--- src/rtl/rv32i_types.sv ---
// Shared RV32I decode types: opcodes, control bundles and the ID/EX packet.
// All-zero encodings are the "no operation" defaults used for unknown opcodes.
package rv32i_types;

  localparam int ORDER_W_MAX = 64;

  typedef enum logic [6:0] {
    op_lui   = 7'b0110111,
    op_auipc = 7'b0010111,
    op_load  = 7'b0000011,
    op_store = 7'b0100011,
    op_imm   = 7'b0010011,
    op_reg   = 7'b0110011,
    op_jal   = 7'b1101111,
    op_jalr  = 7'b1100111,
    op_br    = 7'b1100011
  } rv32i_opcode_t;

  typedef enum logic [2:0] {
    f3_add  = 3'd0,
    f3_sll  = 3'd1,
    f3_slt  = 3'd2,
    f3_sltu = 3'd3,
    f3_xor  = 3'd4,
    f3_sr   = 3'd5,
    f3_or   = 3'd6,
    f3_and  = 3'd7
  } arith_f3_t;

  typedef enum logic [2:0] {
    f3_lb  = 3'd0,
    f3_lh  = 3'd1,
    f3_lw  = 3'd2,
    f3_lbu = 3'd4,
    f3_lhu = 3'd5
  } load_f3_t;

  typedef enum logic [2:0] {
    alu_add = 3'd0,
    alu_sll = 3'd1,
    alu_sra = 3'd2,
    alu_sub = 3'd3,
    alu_xor = 3'd4,
    alu_srl = 3'd5,
    alu_or  = 3'd6,
    alu_and = 3'd7
  } alu_ops_t;

  typedef enum logic [2:0] {
    cmp_beq  = 3'd0,
    cmp_bne  = 3'd1,
    cmp_blt  = 3'd4,
    cmp_bge  = 3'd5,
    cmp_bltu = 3'd6,
    cmp_bgeu = 3'd7
  } cmp_ops_t;

  typedef enum logic [1:0] {m1_rs1, m1_pc, m1_zero} alu_m1_sel_t;
  typedef enum logic {m2_imm, m2_rs2} alu_m2_sel_t;
  typedef enum logic [2:0] {imm_none, imm_i, imm_s, imm_b, imm_u, imm_j} imm_sel_t;

  typedef enum logic [3:0] {
    wb_none, wb_alu, wb_ext_br, wb_pc4, wb_lb, wb_lh, wb_lw, wb_lbu, wb_lhu
  } wb_sel_t;

  typedef struct packed {
    alu_ops_t    aluop;
    cmp_ops_t    cmpop;
    alu_m1_sel_t alu_m1_sel;
    alu_m2_sel_t alu_m2_sel;
    imm_sel_t    imm_sel;
    logic        is_branch;
    logic        is_jal;
    logic        is_jalr;
  } ex_ctrl_t;

  typedef struct packed {
    logic       mem_re;
    logic       mem_we;
    logic [2:0] mem_funct3;
  } mem_ctrl_t;

  typedef struct packed {
    logic    regf_we;
    wb_sel_t wb_sel;
  } wb_ctrl_t;

  typedef struct packed {
    logic                   valid_s;
    logic [31:0]            inst;
    logic [31:0]            pc;
    logic [31:0]            pc_next;
    logic [ORDER_W_MAX-1:0] order;
    logic [4:0]             rs1_s_s;
    logic [4:0]             rs2_s_s;
    logic [4:0]             rd_s_s;
    logic [31:0]            i_imm_s;
    logic [31:0]            s_imm_s;
    logic [31:0]            b_imm_s;
    logic [31:0]            u_imm_s;
    logic [31:0]            j_imm_s;
    ex_ctrl_t               ex;
    mem_ctrl_t              mem;
    wb_ctrl_t               wb;
  } id_ex_stage_reg_t;

endpackage

--- src/rtl/decode_queue_if.sv ---
// Fetch-side and EX-side handshake bundle of the decode queue.
interface decode_queue_if #(
  parameter int ORDER_W = 64
);
  import rv32i_types::*;

  logic               in_valid;
  logic               in_ready;
  logic [31:0]        in_inst;
  logic [31:0]        in_pc;
  logic [31:0]        in_pc_next;
  logic [ORDER_W-1:0] in_order;
  logic               out_valid;
  logic               out_ready;
  id_ex_stage_reg_t   out_pkt;
  logic [4:0]         out_rs1_s;
  logic [4:0]         out_rs2_s;

  modport master (
    output in_valid, in_inst, in_pc, in_pc_next, in_order, out_ready,
    input  in_ready, out_valid, out_pkt, out_rs1_s, out_rs2_s
  );

  modport slave (
    input  in_valid, in_inst, in_pc, in_pc_next, in_order, out_ready,
    output in_ready, out_valid, out_pkt, out_rs1_s, out_rs2_s
  );

endinterface

--- src/rtl/rv32i_decoder.sv ---
// Pure combinational RV32I decode of one instruction word into an ID/EX packet.
module rv32i_decoder
  import rv32i_types::*;
(
  input  logic [31:0]            inst,
  input  logic [31:0]            pc,
  input  logic [31:0]            pc_next,
  input  logic [ORDER_W_MAX-1:0] order,
  output id_ex_stage_reg_t       pkt
);

  logic [6:0] opcode;
  logic [2:0] funct3;
  logic       funct7_5;
  logic       is_reg;

  assign opcode   = inst[6:0];
  assign funct3   = inst[14:12];
  assign funct7_5 = inst[30];
  assign is_reg   = (opcode == op_reg);

  always_comb begin
    pkt         = '0;
    pkt.valid_s = 1'b1;
    pkt.inst    = inst;
    pkt.pc      = pc;
    pkt.pc_next = pc_next;
    pkt.order   = order;
    pkt.i_imm_s = {{20{inst[31]}}, inst[31:20]};
    pkt.s_imm_s = {{20{inst[31]}}, inst[31:25], inst[11:7]};
    pkt.b_imm_s = {{19{inst[31]}}, inst[31], inst[7], inst[30:25], inst[11:8], 1'b0};
    pkt.u_imm_s = {inst[31:12], 12'h000};
    pkt.j_imm_s = {{11{inst[31]}}, inst[31], inst[19:12], inst[20], inst[30:21], 1'b0};

    case (opcode)
      op_lui, op_auipc: begin
        pkt.rd_s_s        = inst[11:7];
        pkt.ex.alu_m1_sel = (opcode == op_lui) ? m1_zero : m1_pc;
        pkt.ex.imm_sel    = imm_u;
        pkt.wb.wb_sel     = wb_alu;
      end
      op_jal: begin
        pkt.rd_s_s        = inst[11:7];
        pkt.ex.alu_m1_sel = m1_pc;
        pkt.ex.imm_sel    = imm_j;
        pkt.ex.is_jal     = 1'b1;
        pkt.wb.wb_sel     = wb_pc4;
      end
      op_jalr: begin
        pkt.rs1_s_s    = inst[19:15];
        pkt.rd_s_s     = inst[11:7];
        pkt.ex.imm_sel = imm_i;
        pkt.ex.is_jalr = 1'b1;
        pkt.wb.wb_sel  = wb_pc4;
      end
      op_br: begin
        pkt.rs1_s_s       = inst[19:15];
        pkt.rs2_s_s       = inst[24:20];
        pkt.ex.alu_m1_sel = m1_pc;
        pkt.ex.imm_sel    = imm_b;
        pkt.ex.is_branch  = 1'b1;
        case (funct3)
          3'd1:    pkt.ex.cmpop = cmp_bne;
          3'd4:    pkt.ex.cmpop = cmp_blt;
          3'd5:    pkt.ex.cmpop = cmp_bge;
          3'd6:    pkt.ex.cmpop = cmp_bltu;
          3'd7:    pkt.ex.cmpop = cmp_bgeu;
          default: pkt.ex.cmpop = cmp_beq;
        endcase
      end
      op_load: begin
        pkt.rs1_s_s        = inst[19:15];
        pkt.rd_s_s         = inst[11:7];
        pkt.ex.imm_sel     = imm_i;
        pkt.mem.mem_re     = 1'b1;
        pkt.mem.mem_funct3 = funct3;
        case (funct3)
          f3_lb:   pkt.wb.wb_sel = wb_lb;
          f3_lh:   pkt.wb.wb_sel = wb_lh;
          f3_lw:   pkt.wb.wb_sel = wb_lw;
          f3_lbu:  pkt.wb.wb_sel = wb_lbu;
          f3_lhu:  pkt.wb.wb_sel = wb_lhu;
          default: pkt.wb.wb_sel = wb_none;
        endcase
      end
      op_store: begin
        pkt.rs1_s_s        = inst[19:15];
        pkt.rs2_s_s        = inst[24:20];
        pkt.ex.imm_sel     = imm_s;
        pkt.mem.mem_we     = 1'b1;
        pkt.mem.mem_funct3 = funct3;
      end
      op_imm, op_reg: begin
        pkt.rs1_s_s   = inst[19:15];
        pkt.rd_s_s    = inst[11:7];
        pkt.wb.wb_sel = wb_alu;
        if (is_reg) begin
          pkt.rs2_s_s       = inst[24:20];
          pkt.ex.alu_m2_sel = m2_rs2;
        end else begin
          pkt.ex.imm_sel = imm_i;
        end
        // funct7[5] is an immediate bit for addi, so only op uses it to pick sub
        case (arith_f3_t'(funct3))
          f3_add:  pkt.ex.aluop = (is_reg && funct7_5) ? alu_sub : alu_add;
          f3_sll:  pkt.ex.aluop = alu_sll;
          f3_slt: begin
            pkt.ex.cmpop  = cmp_blt;
            pkt.wb.wb_sel = wb_ext_br;
          end
          f3_sltu: begin
            pkt.ex.cmpop  = cmp_bltu;
            pkt.wb.wb_sel = wb_ext_br;
          end
          f3_xor:  pkt.ex.aluop = alu_xor;
          f3_sr:   pkt.ex.aluop = funct7_5 ? alu_sra : alu_srl;
          f3_or:   pkt.ex.aluop = alu_or;
          f3_and:  pkt.ex.aluop = alu_and;
          default: pkt.ex.aluop = alu_add;
        endcase
      end
      default: begin
      end
    endcase

    pkt.wb.regf_we = (pkt.rd_s_s != 5'd0) && (pkt.wb.wb_sel != wb_none);
  end

endmodule

--- src/rtl/decode_queue.sv ---
// Elastic decoded-instruction queue between IF and EX, with a load-use
// interlock on the head entry and a single-cycle flush for redirects.
module decode_queue
  import rv32i_types::*;
#(
  parameter int DEPTH   = 4,
  parameter int ORDER_W = 64
) (
  input  logic                   clk,
  input  logic                   rst_n,
  decode_queue_if.slave          bus,
  input  logic                   ex_load_valid,
  input  logic [4:0]             ex_load_rd,
  input  logic                   flush,
  output logic [$clog2(DEPTH):0] count
);

  localparam int PTR_W = $clog2(DEPTH);
  localparam int CNT_W = PTR_W + 1;

  logic [PTR_W-1:0] rptr_q, rptr_d;
  logic [PTR_W-1:0] wptr_q, wptr_d;
  logic [CNT_W-1:0] count_q, count_d;
  logic             ready_en_q;

  id_ex_stage_reg_t       mem_q [DEPTH];
  id_ex_stage_reg_t       enq_pkt;
  id_ex_stage_reg_t       head_pkt;
  logic [ORDER_W-1:0]     in_order;
  logic [ORDER_W_MAX-1:0] enq_order;
  logic                   head_valid;
  logic                   hazard;
  logic                   enq;
  logic                   deq;

  assign in_order  = bus.in_order;
  assign enq_order = ORDER_W_MAX'(in_order);

  rv32i_decoder u_decoder (
    .inst    (bus.in_inst),
    .pc      (bus.in_pc),
    .pc_next (bus.in_pc_next),
    .order   (enq_order),
    .pkt     (enq_pkt)
  );

  assign head_pkt   = mem_q[rptr_q];
  assign head_valid = (count_q != '0);

  // Load-use interlock: hold the head while EX's pending load targets one of its sources
  assign hazard = head_valid && ex_load_valid && (ex_load_rd != 5'd0) &&
                  ((ex_load_rd == head_pkt.rs1_s_s) || (ex_load_rd == head_pkt.rs2_s_s));

  assign bus.out_valid = head_valid && !hazard && !flush;
  assign bus.out_pkt   = bus.out_valid ? head_pkt : '0;
  assign bus.out_rs1_s = head_valid ? head_pkt.rs1_s_s : 5'd0;
  assign bus.out_rs2_s = head_valid ? head_pkt.rs2_s_s : 5'd0;
  assign bus.in_ready  = ready_en_q && (count_q != CNT_W'(DEPTH));
  assign count         = count_q;

  assign enq = bus.in_valid && bus.in_ready && !flush;
  assign deq = bus.out_valid && bus.out_ready;

  always_comb begin
    rptr_d  = rptr_q;
    wptr_d  = wptr_q;
    count_d = count_q;
    if (flush) begin
      count_d = '0;
      wptr_d  = rptr_q;
    end else begin
      if (enq) wptr_d = wptr_q + 1'b1;
      if (deq) rptr_d = rptr_q + 1'b1;
      case ({enq, deq})
        2'b10:   count_d = count_q + 1'b1;
        2'b01:   count_d = count_q - 1'b1;
        default: count_d = count_q;
      endcase
    end
  end

  always_ff @(posedge clk or negedge rst_n) begin
    if (!rst_n) begin
      rptr_q     <= '0;
      wptr_q     <= '0;
      count_q    <= '0;
      ready_en_q <= 1'b0;
    end else begin
      rptr_q     <= rptr_d;
      wptr_q     <= wptr_d;
      count_q    <= count_d;
      ready_en_q <= 1'b1;
    end
  end

  // Storage is deliberately unreset; count gates every read of it
  always_ff @(posedge clk) begin
    if (enq) mem_q[wptr_q] <= enq_pkt;
  end

endmodule
--- src/flat_wrapper.sv ---
// flat-port wrapper written by rule: the top's interface ports become plain ports
module decode_queue_flat import rv32i_types::*;
#(
  parameter int DEPTH   = 4,
  parameter int ORDER_W = 64
)
  (clk, rst_n, ex_load_valid, ex_load_rd, flush, count, bus_in_valid, bus_in_inst, bus_in_pc, bus_in_pc_next, bus_in_order, bus_out_ready, bus_in_ready, bus_out_valid, bus_out_pkt, bus_out_rs1_s, bus_out_rs2_s);
  decode_queue_if #(.ORDER_W(ORDER_W)) bus_i ();
  input  logic clk;
  input  logic rst_n;
  input  logic ex_load_valid;
  input  logic [4:0] ex_load_rd;
  input  logic flush;
  output logic [$clog2(DEPTH):0] count;
  input wire logic [$bits(bus_i.in_valid)-1:0] bus_in_valid;
  input wire logic [$bits(bus_i.in_inst)-1:0] bus_in_inst;
  input wire logic [$bits(bus_i.in_pc)-1:0] bus_in_pc;
  input wire logic [$bits(bus_i.in_pc_next)-1:0] bus_in_pc_next;
  input wire logic [$bits(bus_i.in_order)-1:0] bus_in_order;
  input wire logic [$bits(bus_i.out_ready)-1:0] bus_out_ready;
  output wire logic [$bits(bus_i.in_ready)-1:0] bus_in_ready;
  output wire logic [$bits(bus_i.out_valid)-1:0] bus_out_valid;
  output wire logic [$bits(bus_i.out_pkt)-1:0] bus_out_pkt;
  output wire logic [$bits(bus_i.out_rs1_s)-1:0] bus_out_rs1_s;
  output wire logic [$bits(bus_i.out_rs2_s)-1:0] bus_out_rs2_s;
  assign bus_i.in_valid = bus_in_valid;
  assign bus_i.in_inst = bus_in_inst;
  assign bus_i.in_pc = bus_in_pc;
  assign bus_i.in_pc_next = bus_in_pc_next;
  assign bus_i.in_order = bus_in_order;
  assign bus_i.out_ready = bus_out_ready;
  assign bus_in_ready = bus_i.in_ready;
  assign bus_out_valid = bus_i.out_valid;
  assign bus_out_pkt = bus_i.out_pkt;
  assign bus_out_rs1_s = bus_i.out_rs1_s;
  assign bus_out_rs2_s = bus_i.out_rs2_s;
  decode_queue #(.DEPTH(DEPTH), .ORDER_W(ORDER_W)) u_core (.clk(clk), .rst_n(rst_n), .bus(bus_i), .ex_load_valid(ex_load_valid), .ex_load_rd(ex_load_rd), .flush(flush), .count(count));
endmodule
--- config.mk ---
export PLATFORM = sky130hd
export DESIGN_NAME = decode_queue_flat
export DESIGN_NICKNAME = d
export VERILOG_FILES = /design/src/rtl/rv32i_types.sv /design/src/rtl/decode_queue_if.sv /design/src/rtl/rv32i_decoder.sv /design/src/rtl/decode_queue.sv /design/src/flat_wrapper.sv
export SDC_FILE = /design/constraint.sdc
export NUM_CORES = 1
export LEC_CHECK = 0
export BUFFER_PORTS_ARGS = -buffer_cell sky130_fd_sc_hd__buf_2
export CAP_MARGIN = 10
export CELL_PAD_IN_SITES_DETAIL_PLACEMENT = 1
export CELL_PAD_IN_SITES_GLOBAL_PLACEMENT = 1
export CORE_UTILIZATION = 30
export CTS_CLUSTER_SIZE = 10
export DETAILED_ROUTE_END_ITERATION = 6
export GPL_ROUTABILITY_DRIVEN = 0
export PLACE_DENSITY = 0.65
export SLEW_MARGIN = 15
export SYNTH_ARGS = -nofsm -noshare
export SYNTH_HDL_FRONTEND = slang
export SYNTH_SLANG_ARGS = --single-unit
--- constraint.sdc ---
create_clock -name clk -period 9.8 [get_ports clk]
set_clock_uncertainty 0.15 [all_clocks]
set_input_delay 1.47 -clock clk [delete_from_list [all_inputs] [get_ports clk]]
set_output_delay 1.47 -clock clk [all_outputs]
set_load 0.01 [all_outputs]
==> run_results.csv <==
group,metric,value,unit
global_routing,grt_usage,0.142,
power,p_switching,3.09,mW
clock_network,path_clk_slew,0.06,ns
synthesis,yosysTopAreaCellShare,0.731,
global_routing,grt_pass1_vias,17800,
routing,drt_iter0_drc,866,
clock_network,htreeDepth,3,
clock_network,root_buffer,"clkbuf_16",
synthesis,synth_warnings,0,
sta,setup-tns-final,0,ns
power,swShare,0.300,
power,power,10.3,mW
sta,fin_crit_sh,0.660,
sta,finalSetupViolCount,0,
final_layout,syn_to_final_growth,17.7,%
synthesis,async_reset_ff_frac,0.00990,
synthesis,synth-xor-area-share,0.00400,
worst_setup_path,cp-startpoint,"u_core.rptr_q[1]",
power,pwr-share-comb,0.287,
synthesis,synth_compound_area_frac,0.00845,
floorplan,die_y,333,um
clock_network,cts_hold_buffers,0,
worst_setup_path,crit_type,"register to output pin",
synthesis,synthMuxAreaShare,0.143,
clock_network,cts_buffers,94,
synthesis,ys.flop_type,"edfxtp_1",
sta,slew-limit-headroom,0.209,
hold_path,holdCritStartpoint,"u_core.count[2]",
sta,rsz0062_at_grt,"no",
floorplan,initial_utilization,0.302,
clock_network,cts_max_path_buffers,3,
synthesis,avgSynthCellArea,19.6,um^2
power,p_leak,14.4,nW
worst_setup_path,worst-path-max-fanout,103,
run,cap_violations,0,
floorplan,die_x,333,um
synthesis,synth_top_family_by_area,"multiplexers",
synthesis,synth_cell_types,47,
power,p_clk_frac,0.308,
floorplan,dieArea,0.111,mm^2
run_status,status,"complete, but fails checks",
synthesis,synthCells,1677,
synthesis,synth-simple-area-share,0.0547,
floorplan,rows,121,
global_routing,antenna_found_initial,16,
final_layout,fillCellCount,11000,
routing,drt-total-wl,79.9,mm
routing,vias,16900,
routing,ant_nets,0,
clock_network,insertion_delay,0.66,ns
floorplan,coreArea,0.109,mm^2
synthesis,synth_enable_flop_cells,800,
worst_setup_path,r2r-start,"u_core.rptr_q[1]",
routing,wl_per_cell,22.6,um
power,p_per_area,266,mW/mm^2
worst_setup_path,crit_path_start_kind,"register",
place,portBuffers,532,
clock_network,cts_resized,0,
routing,drtPass1Iterations,6,
place,post-place-ws,3.94,ns
sta,drv_slew,0,
sta,tightestPinTransition,1.19,ns
sta,fmax,155,MHz
worst_setup_path,crit_required,8.18,ns
clock_network,cts_sinks,808,
global_routing,grt_max_degree,104,
final_layout,nets,2255,
clock_network,cts_tree,"yes",
power,internal_power,7.19,mW
floorplan,ioPinCount,547,
power,vdd.ir_drop.worst,136,uV
clock_network,cts_setup_buffers,0,
routing,viasPerCell,4.80,
synthesis,synth.largest_area_cell,"edfxtp_1",
power,sequentialPowerShare,0.405,
synthesis,syn_area,0.0329,mm^2
sta,finalHoldViolations,0,
synthesis,synth-adder-area-share,0.00213,
global_routing,grt_pass1_wl,118,mm
synthesis,ys_seq_elements,808,
place,dp_hpwl,49.1,mm
sta,period_needed,6.47,ns
routing,drc,2,
sta,setup_slack,3.33,ns
worst_setup_path,worstPathArrival,4.85,ns
synthesis,yosys-top-cells-area,"edfxtp_1 (73%), mux4_2 (14%), buf_4 (3.7%)",
hold_path,hp-class,"register to register",
synthesis,seq_area_frac_synth,0.737,
global_routing,grt_overflow,0,
run_status,violations,"design-rule violations",
worst_setup_path,worstSetupEndpointType,"output pin",
final_layout,drive_gt1_frac,0.417,
## sequential cells by signal, indices dropped and copies added (netlist names)
signal / count
u_core.wptr_q: 2
u_core.ready_en_q: 1
u_core.count: 3
u_core.mem_q: 800
u_core.rptr_q: 2
## routing by layer
metal  vias to the layer above  GRT usage  wire [um]
met5                         -          0        126
met4                        18     0.0567       2310
met3                       132     0.0299       4290
met2                       556      0.243      40700
met1                      8879      0.175      32500
li1                       7362          -          -
## metrics by stage
stage	hold slack, ns	utilization	std cells	cell area [um^2]
after floorplan	0.434	-	1690	32900
after global placement	0.460	0.331	3397	36000
after detailed placement	0.489	0.331	3397	36000
after CTS	0.477	0.356	3528	38700
after global routing	0.502	0.356	3533	38700
final	0.497	0.356	3534	38700
## power groups by stage
stage               logic [mW]  clock network, mW  registers [mW]
finish                    2.95               3.17            4.16
global route              3.18               3.38            4.19
CTS                       3.03               3.28            4.17
detailed placement        3.02                  0            4.24
global placement          3.00                  0            4.23
floorplan                 2.27                  0            4.15
## area by class of cell
class                   count  area (um^2)  share of cell area
diodes                      6         15.0            0.000388
clock buffers             118         2480              0.0642
clock inverters            13          205             0.00531
inverters                   9         33.8            0.000873
multi-input cells         611         7060               0.182
flip-flops and latches    808        24200               0.626
well taps                1414         1770              0.0457
repair buffers            555         2890              0.0746
## cell usage after synthesis (3+ instances only)
library cell / n
a211o_1: 4
a21oi_1: 10
and2_1: 23
and3_1: 193
buf_1: 12
buf_2: 6
buf_4: 161
clkbuf_1: 81
dfrtp_1: 8
edfxtp_1: 800
ha_1: 4
inv_1: 9
mux2_2: 9
mux2i_1: 14
mux4_2: 198
nand2_1: 21
nand2b_1: 3
nand3_1: 3
nor2_1: 46
nor3_1: 9
nor4_1: 3
o21ai_0: 12
or4_1: 3
xnor2_1: 12
xor2_1: 3
## worst paths after layout
path / cells past startpoint / slack [ns] / to
worst max-delay path: 8 / 3.33 / bus_out_pkt[13]
min in group asynchronous: 1 / 0.54 / u_core.wptr_q[1]
max in group asynchronous: 1 / 8.72 / u_core.rptr_q[1]
worst min-delay path: 1 / 0.50 / u_core.count[2]
worst min register to register: 1 / 0.50 / u_core.count[2]
worst max register to register: 12 / 4.57 / u_core.count[1]
## logic make-up (layout without fill, tap and decap cells)
| family | after synthesis | in the layout |
|---|---|---|
| flip-flops | 808 | 808 |
| XOR/XNOR | 15 | 15 |
| other | 2 | 21 |
| AND/OR/NAND/NOR | 314 | 314 |
| AO/OA/AOI/OAI | 41 | 41 |
| buffers and inverters | 271 | 695 |
| multiplexers | 221 | 221 |
| adder cells (fa/ha/maj) | 5 | 5 |
## layout by cell type, fill, tap and decap left out, types with 3 or more instances in the layout
cell,count
clkbuf_16,96
diode_2,6
buf_2,532
mux4_2,198
and2_1,19
ha_1,4
nand3_1,3
mux2i_1,14
and2_4,4
clkbuf_1,22
dfrtp_1,6
conb_1,15
a21oi_1,10
edfxtp_1,800
nor2_1,46
nor3_1,9
and3_1,192
buf_4,19
a211o_1,3
xnor2_1,12
nor4_1,3
o21ai_0,12
buf_12,4
nand2b_1,3
or4_1,3
bufinv_16,3
nand2_1,21
xor2_1,3
mux2_2,9
clkinv_1,3
inv_1,9
## worst max-delay path, cell delays in order, from the launching register on
cell and delay (ns):
dfrtp_4 1.01, buf_4 0.68, mux4_2 0.46, xnor2_1 0.15
nand2_1 0.10, a211o_4 0.18, buf_4 0.68, and3_1 0.38
buf_2 0.17
Power figures use the tool's default switching activity.
